`config.mk`:
```
export PLATFORM = sky130hd
export DESIGN_NAME = ysyx_22050019_axi_rd_arbiter
export DESIGN_NICKNAME = d
export VERILOG_FILES = /design/src/rtl/ysyx_22050019_axi_rd_arbiter.sv
export SDC_FILE = /design/constraint.sdc
export NUM_CORES = 1
export LEC_CHECK = 0
export ABC_CLOCK_PERIOD_IN_PS = 1600
export CAP_MARGIN = 20
export CORE_AREA = 4 4 127 129
export DETAILED_ROUTE_END_ITERATION = 12
export DIE_AREA = 0 0 131 133
export GPL_TIMING_DRIVEN = 0
export HOLD_SLACK_MARGIN = 0.03
export SKIP_CTS_REPAIR_TIMING = 1
export SLEW_MARGIN = 15
export SYNTH_ARGS = -nofsm -noshare
export SYNTH_HDL_FRONTEND = slang
export SYNTH_SLANG_ARGS = --single-unit
```
`constraint.sdc`:
```
create_clock -name clk -period 1.6 [get_ports clk]
set_input_delay 0.16 -clock clk [delete_from_list [all_inputs] [get_ports clk]]
set_output_delay 0.16 -clock clk [all_outputs]
set_load 0.01 [all_outputs]
```
`src/rtl/ysyx_22050019_axi_rd_arbiter.sv`:
```
// Two-master AXI read-channel arbiter (m0 = IFU, m1 = LSU/cache) in front of one shared slave.
// Optional macro YSYX_22050019_ARB_RR_EN selects round-robin instead of fixed m1-over-m0 priority.
module ysyx_22050019_axi_rd_arbiter #(
    parameter int AXI_DATA_WIDTH = 64,
    parameter int AXI_ADDR_WIDTH = 32
) (
    input  logic                      clk,
    input  logic                      rst,
    input  logic                      m0_ar_valid,
    output logic                      m0_ar_ready,
    input  logic [AXI_ADDR_WIDTH-1:0] m0_ar_addr,
    input  logic [7:0]                m0_ar_len,
    output logic                      m0_r_valid,
    input  logic                      m0_r_ready,
    output logic [AXI_DATA_WIDTH-1:0] m0_r_data,
    output logic                      m0_r_last,
    input  logic                      m1_ar_valid,
    output logic                      m1_ar_ready,
    input  logic [AXI_ADDR_WIDTH-1:0] m1_ar_addr,
    input  logic [7:0]                m1_ar_len,
    output logic                      m1_r_valid,
    input  logic                      m1_r_ready,
    output logic [AXI_DATA_WIDTH-1:0] m1_r_data,
    output logic                      m1_r_last,
    output logic                      s_ar_valid,
    input  logic                      s_ar_ready,
    output logic [AXI_ADDR_WIDTH-1:0] s_ar_addr,
    output logic [7:0]                s_ar_len,
    input  logic                      s_r_valid,
    output logic                      s_r_ready,
    input  logic [AXI_DATA_WIDTH-1:0] s_r_data,
    input  logic                      s_r_last
);

    typedef enum logic [1:0] {
        IDLE = 2'd0,
        AR   = 2'd1,
        R    = 2'd2
    } state_t;

    state_t                    state_q, state_d;
    logic                      grant_q, grant_d;
    logic                      s_ar_valid_q, s_ar_valid_d;
    logic [AXI_ADDR_WIDTH-1:0] s_ar_addr_q, s_ar_addr_d;
    logic [7:0]                s_ar_len_q, s_ar_len_d;
    logic                      winner;
    logic                      in_ar, in_r;

`ifdef YSYX_22050019_ARB_RR_EN
    logic last_grant_q, last_grant_d;

    // On a tie the master served last yields; a lone requester always wins.
    always_comb begin
        winner = m1_ar_valid;
        if (m0_ar_valid && m1_ar_valid) winner = ~last_grant_q;
    end
`else
    always_comb winner = m1_ar_valid;
`endif

    always_comb begin
        state_d      = state_q;
        grant_d      = grant_q;
        s_ar_valid_d = s_ar_valid_q;
        s_ar_addr_d  = s_ar_addr_q;
        s_ar_len_d   = s_ar_len_q;
`ifdef YSYX_22050019_ARB_RR_EN
        last_grant_d = last_grant_q;
`endif
        case (state_q)
            IDLE: begin
                if (m0_ar_valid || m1_ar_valid) begin
                    grant_d      = winner;
                    s_ar_addr_d  = winner ? m1_ar_addr : m0_ar_addr;
                    s_ar_len_d   = winner ? m1_ar_len  : m0_ar_len;
                    s_ar_valid_d = 1'b1;
                    state_d      = AR;
                end
            end
            AR: begin
                if (s_ar_ready) begin
                    s_ar_valid_d = 1'b0;
                    state_d      = R;
                end
            end
            R: begin
                if (s_r_valid && s_r_ready && s_r_last) begin
                    state_d = IDLE;
`ifdef YSYX_22050019_ARB_RR_EN
                    last_grant_d = grant_q;
`endif
                end
            end
            default: begin
                state_d      = IDLE;
                s_ar_valid_d = 1'b0;
            end
        endcase
    end

    always_ff @(posedge clk) begin
        if (rst) begin
            state_q      <= IDLE;
            grant_q      <= 1'b0;
            s_ar_valid_q <= 1'b0;
            s_ar_addr_q  <= '0;
            s_ar_len_q   <= '0;
`ifdef YSYX_22050019_ARB_RR_EN
            last_grant_q <= 1'b0;
`endif
        end else begin
            state_q      <= state_d;
            grant_q      <= grant_d;
            s_ar_valid_q <= s_ar_valid_d;
            s_ar_addr_q  <= s_ar_addr_d;
            s_ar_len_q   <= s_ar_len_d;
`ifdef YSYX_22050019_ARB_RR_EN
            last_grant_q <= last_grant_d;
`endif
        end
    end

    assign in_ar = (state_q == AR);
    assign in_r  = (state_q == R);

    assign s_ar_valid = s_ar_valid_q;
    assign s_ar_addr  = s_ar_addr_q;
    assign s_ar_len   = s_ar_len_q;

    // AR ready passes straight through so master and slave handshake on the same edge.
    assign m0_ar_ready = in_ar & s_ar_ready & ~grant_q;
    assign m1_ar_ready = in_ar & s_ar_ready &  grant_q;

    assign m0_r_valid = in_r & s_r_valid & ~grant_q;
    assign m1_r_valid = in_r & s_r_valid &  grant_q;
    assign s_r_ready  = in_r & (grant_q ? m1_r_ready : m0_r_ready);

    assign m0_r_data = in_r ? s_r_data : '0;
    assign m1_r_data = in_r ? s_r_data : '0;
    assign m0_r_last = in_r & s_r_last;
    assign m1_r_last = in_r & s_r_last;

endmodule

```
==> flow_summary.yaml <==
place:
  gp_congestion: 0.890
  hpwlAfterDp_microns: 12800
  placed_area_sq_um: 6670
  placed_cells: 863
  port_buffers: 326
grt:
  grt_overflow: 0
  grt_max_degree: 14
  first_global_vias: 3959
  antenna_found_initial: 0
  grt_pass1_wl_microns: 21600
  grt_use_total_pct: 15.8
power_and_ir_drop:
  p_switching_mw: 1.23
  vdd_drop_max_uv: 429
  pwr_density_cell_nw_per_um2: 611
  clkPwrFrac_pct: 27.1
  pwr-share-seq_pct: 30.7
  swShare_pct: 28.7
  power_leakage_nw: 3.40
  pwr-share-comb_pct: 42.2
  internal_power_mw: 3.04
final_layout:
  final_core_util_pct: 46.4
  syn_to_final_growth_pct: 120
  stdcell_count: 886
  num_antenna_cells: 0
  multi_input_area_sq_um: 1790
  fillers: 1472
  final_nets: 850
  drive_gt1_share_pct: 48.3
  stdcell_area_sq_um: 6970
  regArea_sq_um: 886
logic_synthesis:
  synth_seq_area_share_pct: 27.7
  synth_flop_cell: "dfxtp_1"
  synth_async_sr_flop_share_pct: 0
  synth_top_area_cell: "dfxtp_1"
  yosysWarnings: 0
  synth_edf_count: 0
  syn_avg_cell_area_sq_um: 9.10
  synth_area_leaders: "dfxtp_1, a211oi_2, buf_4, mux2i_1, and2_1"
  yosysUniqueCellTypes: 21
  ys_ff_latch: 44
  syn_area_sq_um: 3170
  synthTopCellsByCount: "and2_1, buf_4, dfxtp_1"
  syn_nets: 502
  synth_top_area_share_pct: 27.7
  postSynthCellCount: 349
critical_path:
  start_kind: "register"
  critPathBufInv: 6
  cpMostUsedCell: "buf_6"
  worst-setup-path-type: "register to primary output"
  crit_path_cell_trace: "nor2b_4, buf_6, buf_6, buf_6, buf_6, and2_4, buf_4, buf_6"
  cp_max_fo: 6
  ff2ff_path_depth: 5
  max_stage_delay_ps: 350
  cp.arrival_ps: 1610
  cp.required_ps: 1440
  worstSetupPathDepth: 8
  critical_path.slowest_cell: "dfxtp_4"
  crit_path_end_kind: "primary output"
  crit_family: "buffers and inverters"
detailed_routing:
  routed_via_density: 4.24
  drt_pre_antenna_iters: 4
  ant_nets: 0
  via_count: 3756
  drcViolationCount: 0
  drt_iter0_drc: 67
  wl_microns: 15300
  post_drt_wl_per_cell_microns: 17.3
sta:
  rsz0062_at_grt: "true"
  period_needed_ps: 1770
  max_freq_ghz: 0.565
  fin_ws_ps: -169
  relSlewSlack_pct: 52.3
  finalSetupViolCount: 81
  period_share_pct: 111
  report.final.slew_viol_count: 0
  finalHoldViolCount: 0
  fin_worst_skew_ps: 4.49
  worstMarginPinSlew_ps: 716
floorplan:
  boundaryPins: 329
  design.core.area_sq_um: 15000
  dieArea_sq_um: 17400
  start_util_pct: 21.1
  die_h_microns: 133
  fp.dieW_microns: 131
  row_count: 45
clock_network:
  root_buffer: "clkbuf_16"
  cts.sinks: 44
  numCtsBuffers: 5
  cts_buffer_depth: 2
  path_clk_slew_ps: 60
  cts_tree: "yes"
  htree_num_levels: 2
  insertion_delay_ps: 280
run_status:
  outcome: "complete, but fails checks"
  violations: "setup timing"
job:
  maxCapViolCount: 0
hold_path:
  holdCritPathClass: "input port to register"
  whs_path_depth: 3
==> cell type report <==
type / count / area share, %
buffer: 96 / 11.2
clock buffer: 6 / 1.85
clock inverter: 2 / 0.502
inverter: 1 / 0.0538
multi-input combinational: 208 / 25.7
sequential: 44 / 12.7
tap: 188 / 3.37
timing repair buffer: 341 / 44.6
==> through the flow <==
step                hold WS [ps]  TNS [ps]  worst slack [ps]  power [mW]
detailed placement           483    -87140              -893        3.06
global placement             473    -81090              -853        3.04
finish                       317     -5730              -169        4.26
CTS                          317   -130060             -1220        4.24
floorplan                    277         0              65.6        2.08
global route                 346    -14520              -241        4.50
==> cells in the final DEF (no fill, tap or decap), types with 2 or more instances in the layout <==
master           instances
a21oi_1                 42
buf_2                   22
mux2i_1                 41
clkdlybuf4s50_1        191
clkbuf_16                5
clkbuf_1                 7
nand2_1                  2
dlymetal6s2s_1          13
nor2_1                   6
dfxtp_1                 42
and2_1                   9
nor2b_4                  2
a211oi_2                40
buf_4                   64
clkbuf_2                63
buf_6                   77
and2_4                  57
==> power groups by stage <==
stage                     Sequential (mW)  Combinational [mW]  Clock [mW]
after floorplan                      1.38               0.699           0
after global placement               1.32                1.72           0
after detailed placement             1.33                1.74           0
after CTS                            1.31                1.75        1.19
after global routing                 1.33                1.93        1.24
final                                1.31                1.80        1.16
==> flip-flops by register name (all words and copies together), names as in the netlist <==
register / count
s_ar_len: 8
grant_q: 1
state_q: 2
s_ar_valid: 1
s_ar_addr: 32
==> worst register-to-register path: cells and delay by family (launching register included) <==
kind	cells	cell delay (ps)
AOI/OAI and AO/OA	1	90
buffers and inverters	2	280
DFF	1	350
and+or+nand+nor	2	570
==> routing by layer <==
| layer | GRT usage (%) | vias to the layer above | routed length, microns |
|---|---|---|---|
| li1 | - | 1830 | - |
| met4 | 2.06 | 0 | 229 |
| met1 | 18.4 | 1738 | 5920 |
| met3 | 6.26 | 22 | 1460 |
| met2 | 27.8 | 166 | 7750 |
| met5 | 0 | - | 0 |
==> final timing paths <==
kind	from	endpoint	slack (ps)
min reg2reg	s_ar_valid$_SDFFE_PP0P_	s_ar_valid$_SDFFE_PP0P_	520
min	m1_ar_valid	s_ar_addr[5]$_SDFFE_PP0P_	320
max	state_q[1]$_SDFFE_PP0P_	m1_r_data[43]	-170
max reg2reg	state_q[1]$_SDFFE_PP0P_	s_ar_addr[14]$_SDFFE_PP0P_	170
==> logic make-up (layout without fill, tap and decap cells) <==
group | count (synthesis) | in the layout | synth area share, %
multiplexers | 41 | 41 | 12.9
flip-flops | 44 | 44 | 27.7
AND/OR/NAND/NOR | 80 | 80 | 15.1
AO/OA/AOI/OAI | 87 | 87 | 23.5
buffers and inverters | 97 | 446 | 20.8
(Power assumes the default switching activity.)
